===== src/rtl/i2c_codec_responder.sv =====
// -----------------------------------------------------------------------------
// i2c_codec_responder
//
// Write-only I2C target for a codec register file. Each frame is START, a
// device byte (address DEV_ADDR, write), then two bytes forming a 16-bit word
// {HI, LO}. The word holds a 7-bit register index (word[15:9]) and 9 bits of
// data (word[8:0]). After the third byte's ACK slot the write is committed.
// SCL and SDA are oversampled in the i_clk domain. All bus decisions use the
// synchronised copies.
//
// Ports
//   i_clk        sole clock
//   i_rst        synchronous active-high reset
//   i_scl        I2C clock from the initiator (asynchronous)
//   i_sda        I2C data as seen on the bus (asynchronous)
//   o_sda_oen    1 = pull SDA low (ACK), 0 = release
//   o_wr_valid   one-cycle pulse: a register write was committed
//   o_reg_addr   register index of the committed write
//   o_reg_data   register data of the committed write
//   o_busy       high from START until STOP or abort
//   o_err        one-cycle pulse on protocol / index error
//   o_frame_cnt  count of committed writes, wraps 255 -> 0
// -----------------------------------------------------------------------------
module i2c_codec_responder #(
    parameter logic [6:0] DEV_ADDR = 7'h1A,
    parameter logic [6:0] MAX_REG  = 7'd9
) (
    input  logic       i_clk,
    input  logic       i_rst,
    input  logic       i_scl,
    input  logic       i_sda,
    output logic       o_sda_oen,
    output logic       o_wr_valid,
    output logic [6:0] o_reg_addr,
    output logic [8:0] o_reg_data,
    output logic       o_busy,
    output logic       o_err,
    output logic [7:0] o_frame_cnt
);

    // The reset register is committed even though it lies above MAX_REG.
    localparam logic [6:0] RESET_REG = 7'h0F;

    typedef enum logic [2:0] {
        IDLE,
        DEV,
        ACK_DEV,
        HI,
        ACK_HI,
        LO,
        ACK_LO,
        IGNORE
    } state_t;

    state_t state, state_n;

    // Two synchroniser flops per line plus one history flop for edge detection.
    logic scl_meta, scl_sync, scl_hist;
    logic sda_meta, sda_sync, sda_hist;

    // NOTE: sequential state uses non-blocking assignments so every flop
    // samples the values from before the clock edge.
    always_ff @(posedge i_clk) begin
        if (i_rst) begin
            scl_meta <= 1'b1;
            scl_sync <= 1'b1;
            scl_hist <= 1'b1;
            sda_meta <= 1'b1;
            sda_sync <= 1'b1;
            sda_hist <= 1'b1;
        end else begin
            scl_meta <= i_scl;
            scl_sync <= scl_meta;
            scl_hist <= scl_sync;
            sda_meta <= i_sda;
            sda_sync <= sda_meta;
            sda_hist <= sda_sync;
        end
    end

    logic start_det, stop_det, scl_rise, scl_fall;

    assign start_det = scl_sync & scl_hist &  sda_hist & ~sda_sync;
    assign stop_det  = scl_sync & scl_hist & ~sda_hist &  sda_sync;
    // An SCL edge that coincides with START/STOP is not a data clock.
    assign scl_rise  =  scl_sync & ~scl_hist & ~(start_det | stop_det);
    assign scl_fall  = ~scl_sync &  scl_hist & ~(start_det | stop_det);

    // Byte assembly.
    logic [7:0] shreg;
    logic [7:0] hi_byte;
    logic [2:0] bit_cnt;
    logic       byte_full;
    logic       in_shift;
    logic [6:0] frame_idx;
    logic       idx_ok;

    assign in_shift  = (state == DEV) || (state == HI) || (state == LO);
    assign frame_idx = hi_byte[7:1];
    assign idx_ok    = (frame_idx <= MAX_REG) || (frame_idx == RESET_REG);

    always_ff @(posedge i_clk) begin
        if (i_rst) begin
            shreg     <= 8'h00;
            hi_byte   <= 8'h00;
            bit_cnt   <= 3'd0;
            byte_full <= 1'b0;
        end else begin
            if (state == HI && state_n == ACK_HI) begin
                hi_byte <= shreg;
            end
            // Any state change or (repeated) START begins a fresh byte.
            if (start_det || state_n != state) begin
                bit_cnt   <= 3'd0;
                byte_full <= 1'b0;
            end else if (in_shift && scl_rise && !byte_full) begin
                shreg     <= {shreg[6:0], sda_sync};
                bit_cnt   <= bit_cnt + 3'd1;
                byte_full <= (bit_cnt == 3'd7);
            end
        end
    end

    // Next-state and next-output logic.
    logic sda_oen_n;
    logic wr_valid_n;
    logic err_n;

    // NOTE: every signal written here gets a default first, so no path can
    // leave one unassigned and infer a latch.
    always_comb begin
        state_n    = state;
        sda_oen_n  = o_sda_oen;
        wr_valid_n = 1'b0;
        err_n      = 1'b0;

        case (state)
            IDLE: begin
                if (start_det) state_n = DEV;
            end
            IGNORE: begin
                if (start_det)     state_n = DEV;
                else if (stop_det) state_n = IDLE;
            end
            default: begin
                // DEV .. ACK_LO: a frame is in progress and not yet committed.
                if (start_det || stop_det) begin
                    state_n   = start_det ? DEV : IDLE;
                    sda_oen_n = 1'b0;
                    err_n     = 1'b1;
                end else if (scl_fall) begin
                    case (state)
                        DEV: begin
                            if (byte_full) begin
                                if (shreg[7:1] == DEV_ADDR && !shreg[0]) begin
                                    state_n   = ACK_DEV;
                                    sda_oen_n = 1'b1;
                                end else begin
                                    // Another target's traffic is silent;
                                    // a read of this device is an error.
                                    state_n = IGNORE;
                                    err_n   = (shreg[7:1] == DEV_ADDR);
                                end
                            end
                        end
                        HI: begin
                            if (byte_full) begin
                                state_n   = ACK_HI;
                                sda_oen_n = 1'b1;
                            end
                        end
                        LO: begin
                            if (byte_full) begin
                                state_n   = ACK_LO;
                                sda_oen_n = 1'b1;
                            end
                        end
                        ACK_DEV: begin
                            state_n   = HI;
                            sda_oen_n = 1'b0;
                        end
                        ACK_HI: begin
                            state_n   = LO;
                            sda_oen_n = 1'b0;
                        end
                        ACK_LO: begin
                            state_n   = IGNORE;
                            sda_oen_n = 1'b0;
                            if (idx_ok) wr_valid_n = 1'b1;
                            else        err_n      = 1'b1;
                        end
                        default: ;
                    endcase
                end
            end
        endcase
    end

    always_ff @(posedge i_clk) begin
        if (i_rst) begin
            state       <= IDLE;
            o_sda_oen   <= 1'b0;
            o_wr_valid  <= 1'b0;
            o_err       <= 1'b0;
            o_busy      <= 1'b0;
            o_reg_addr  <= 7'd0;
            o_reg_data  <= 9'd0;
            o_frame_cnt <= 8'd0;
        end else begin
            state      <= state_n;
            o_sda_oen  <= sda_oen_n;
            o_wr_valid <= wr_valid_n;
            o_err      <= err_n;
            o_busy     <= (state_n != IDLE);
            if (wr_valid_n) begin
                // LO byte is still held in shreg during ACK_LO.
                o_reg_addr  <= frame_idx;
                o_reg_data  <= {hi_byte[0], shreg};
                o_frame_cnt <= o_frame_cnt + 8'd1;
            end
        end
    end

endmodule

===== config.mk =====
export PLATFORM = sky130hd
export DESIGN_NAME = i2c_codec_responder
export DESIGN_NICKNAME = d
export VERILOG_FILES = /design/src/rtl/i2c_codec_responder.sv
export SDC_FILE = /design/constraint.sdc
export NUM_CORES = 1
export LEC_CHECK = 0
export ABC_AREA = 1
export BUFFER_PORTS_ARGS = -buffer_cell sky130_fd_sc_hd__buf_2
export CAP_MARGIN = 20
export CORE_ASPECT_RATIO = 1.4
export CORE_MARGIN = 4
export CORE_UTILIZATION = 53
export CTS_BUF_LIST = sky130_fd_sc_hd__clkbuf_4 sky130_fd_sc_hd__clkbuf_8
export DETAILED_ROUTE_END_ITERATION = 8
export PLACE_DENSITY = 0.8
export SYNTH_ARGS = -nofsm -noshare
export SYNTH_HDL_FRONTEND = slang
export SYNTH_SLANG_ARGS = --single-unit

===== constraint.sdc =====
create_clock -name i_clk -period 1.6 [get_ports i_clk]
set_clock_uncertainty 0.05 [all_clocks]
set_input_delay 0.4 -clock i_clk [delete_from_list [all_inputs] [get_ports i_clk]]
set_output_delay 0.4 -clock i_clk [all_outputs]
set_load 0.02 [all_outputs]

==> results.md <==
- The run finished, with violations left.
- The final reports fail on setup timing.
- The largest fanout of any net on the critical path is 6.
- The post-synthesis cell type with the largest combined area is sky130_fd_sc_hd__dfxtp_1.
- The signal arrival time at the worst endpoint is 1870 ps.
- The floorplan step defined a die boundary enclosing 5570 um^2.
- The number of buffers created by CTS is 9.
- The width of the die is 64.2 um.
- In this run the critical register-to-register path is captured at bit_cnt[1].
- The shortest clock period the worst path allows after layout is 1640 ps.
- The number of inserted filler cells in the final layout is 348.
- The cell that appears most often on the critical path is sky130_fd_sc_hd__nand3_2.
- For this design the static power due to leakage is 1.32 nW.
- The register-to-register setup slack is -40 ps.
- For the pin with the worst max-slew slack, the measured transition is 401 ps.
- The total via count after detailed routing is 2198.
- The core outline area is 4240 um^2.
- Counting distinct cell types in the post-synthesis netlist gives 30.
- The routability congestion estimate is 0.880.
- The number of nets produced by synthesis is 307.
- The via count of the first global-routing pass is 2068.
- By area the synthesized netlist is led by sky130_fd_sc_hd__dfxtp_1 (49%), sky130_fd_sc_hd__a21oi_1 (8.3%), sky130_fd_sc_hd__nand2_1 (7.5%).
- Entering global routing, the biggest net connects 31 pins.
- The number of standard cells in the final layout excluding fillers is 423.
- Clock-pin slew was measured on the worst setup and hold paths at 70 ps.
- The smallest setup slack after layout is -35.2 ps.
- The kind of critical path is reg -> reg.
- The hold violation total from the final report is 0.
- The initial antenna violation count is 0.
- Clock tree synthesis found a total of 57 sinks.
- The critical path goes through inv_2 -> nor2_4 -> buf_6 -> nand3_2 -> nand3_2 -> nand2_4 -> nand3_2 -> nand3_2 -> nor2_4 -> nand4_4 -> nor2_2.
- The initial detailed-routing violation count is 79.
- Along the worst hold path, the cell count comes to 2.
- In the global route stage, overall resource usage came out at 21.1%.
- The number of cells on the worst reg-to-reg path is 11.
- Setup violations remaining at the end of the flow were counted as 4.
- The H-tree was split into 3 levels.
- In this run, placement finished with an instance count of 401.
- The worst endpoint required time is 1840 ps.
- Headroom to the max-slew limit came out at 73.0%.
- The first global-routing pass estimated 8.89 mm of wire.
- The startpoint of the most critical hold path is i_scl.
- For hold timing, the worst endpoint is scl_meta.
- In the layout the commonest cells are sky130_fd_sc_hd__dfxtp_1 (51), sky130_fd_sc_hd__nand2_1 (40), sky130_fd_sc_hd__a21oi_1 (38), sky130_fd_sc_hd__buf_2 (31), sky130_fd_sc_hd__nor2_1 (29).
- The area of combinational cells with multiple inputs is 1120 um^2.
- The kind of path behind the tightest hold check is in -> reg.
- The placed instances occupy a cell area of 2690 um^2.
- A synthesized cell averages 7.82 um^2.
- The count of pins on the block boundary is 32.
- The kind of end point of the critical path is a flip-flop.
- STA classifies the critical path startpoint as a flip-flop.
- Detailed placement ended at an HPWL of 3.91 mm.
- The fraction of layout cells with a size suffix above 1 is 34.4%.
- The starting utilization of the core area is 55.4%.
- After detailed routing, the number of vias per cell comes to 5.20.
- Setup repair after global routing could not meet its margin everywhere.
- For this design, the CTS-stage hold fixing added 0 buffers.
- The die is 86.7 um tall.
- The synthesized design devotes to its leading area cell type 48.6% of total area.
- The total number of nets in the final design is 365.
- Once detail routing completed, the nets flagged for antenna violations numbered 0.
- The portion of the clock cycle consumed by the worst path in the final layout is 102%.
- With fillers left out, the area of the finished cells amounts to 3040 um^2.
- The sequential area share after synthesis is 48.6%.
- The slowest stage of the critical path belongs to the cell sky130_fd_sc_hd__dfxtp_2.
- The latest clock arrival within the worst-skew pair is 340 ps.
- Timing would allow up to 612 MHz.
- After detailed routing, the average wire length per cell comes to 13.0 um.
- After detailed routing, the number of remaining DRC violations is 0.
- The number of rows in the core area is 28.
- The cell chosen for the clock root is sky130_fd_sc_hd__clkbuf_8.
- TritonCTS built the clock tree.
- The post-synthesis instance area is 2350 um^2.
- The count of pins over their slew limit is 0.
- During placement, the flow inserted port buffers numbering 31.
- No sink is reached through more buffers than the 2 on the longest clock path.
- The register bit total from synthesis is 57.
- The first TritonRoute pass finished after 4 iterations.
- The number of antenna diodes in the final layout is 0.
- The source of the worst register-to-register timing path is scl_hist.
- Global routing finished with a remaining overflow of 0.
- The count of mapped cells out of synthesis is 300.
- The detailed-route wire length is 5.48 mm.
- In this run the power density over the cells is 966 nW/um^2.
- Across the whole layout, storage elements account for 1150 um^2.
- The worst-case IR drop observed on VDD is 0.000737 V.
- From synthesis to final layout, the design area changed by 29.4%.
- The biggest cell delay along the critical path is 350 ps.
- The count of yosys warnings during synthesis is 0.
- The leading cell type in the layout, fill and taps excluded is sky130_fd_sc_hd__dfxtp_1.
- Across the run, the number of max-cap violations was 0.
- The power after layout is 2.93 mW.
## cell families after synthesis
| group | Yosys count | synth area share, % |
|---|---|---|
| AO/OA/AOI/OAI | 65 | 14.0 |
| buffers and inverters | 40 | 6.77 |
| flip-flops | 57 | 48.6 |
| XOR/XNOR | 1 | 0.373 |
| AND/OR/NAND/NOR | 132 | 27.8 |
| adder cells (fa/ha/maj) | 3 | 1.60 |
| multiplexers | 2 | 0.853 |
## synth_stat cells, drive strengths merged
master / number
clkinv: 1
nor3b: 1
mux2i: 2
o21ai: 25
ha: 3
xor2: 1
nand3: 20
nor2: 37
dfxtp: 57
inv: 27
or2: 5
nand4: 6
buf: 6
clkbuf: 6
a311oi: 1
nor4: 2
nand2b: 1
a21oi: 39
nand2: 53
nand3b: 1
nor3: 6
## what timing repair did
action | in CTS | in global routing
setup buffers | 0 | 6
resized for setup | 2 | 31
setup endpoints to repair | 4 | 25
pin swaps | 0 | 14
endpoints found under the hold margin | 0 | 0
## routing by layer
metal	vias up	global-route usage, %	wire length (um)
met2	69	39.2	2970
met4	0	10.0	156
met5	-	0	0
met3	16	6.61	305
li1	1115	-	-
met1	998	21.0	2050
## critical path, delay by kind of cell, from the launching register on
| family | cells | cell delay [ps] |
|---|---|---|
| DFF | 1 | 350 |
| buffers and inverters | 2 | 180 |
| and+or+nand+nor | 9 | 980 |
## sequential cells by signal, indices dropped and copies added, names as in the netlist
| name | cells |
|---|---|
| bit_cnt | 3 |
| byte_full | 1 |
| hi_byte | 8 |
| o_busy | 1 |
| o_err | 1 |
| o_frame_cnt | 8 |
| o_reg_addr | 7 |
| o_reg_data | 9 |
| o_sda_oen | 1 |
| o_wr_valid | 1 |
| scl_hist | 1 |
| scl_meta | 1 |
| scl_sync | 1 |
| sda_hist | 1 |
| sda_meta | 1 |
| sda_sync | 1 |
| shreg | 8 |
| state | 3 |
## worst max path at each step
stage | start | endpoint | slack (ps) | cells past startpoint
CTS | state[2] | bit_cnt[1] | 9 | 9
detailed placement | state[0] | bit_cnt[1] | -60 | 9
finish | scl_hist | bit_cnt[1] | -40 | 11
global placement | state[0] | bit_cnt[2] | -60 | 9
global route | scl_hist | bit_cnt[1] | -150 | 12
floorplan | state[2] | o_frame_cnt[6] | 100 | 12
## power breakdown
group	switching [mW]	internal, mW
Combinational	0.0825	0.0469
Sequential	0.00941	1.43
Clock	0.605	0.762
Total	0.697	2.24
## area by class of cell
type	count	area share [%]
Clock inverter	6	2.18
Sequential cell	57	38.0
Inverter	28	3.63
Timing Repair Buffer	59	12.2
Clock buffer	10	4.53
Tap cell	60	2.47
Multi-Input combinational cell	203	37.0
## per-stage QoR
stage	setup WS, ps	hold WS (ps)	TNS, ps	utilization [%]
floorplan	95.6	339	0	-
global placement	-63.3	342	-251	63.5
detailed placement	-59.4	345	-216	63.5
CTS	8.57	175	0	68.4
global route	-153	182	-1550	71.6
finish	-35.2	189	-87.6	71.6
(Power assumes the default switching activity.)
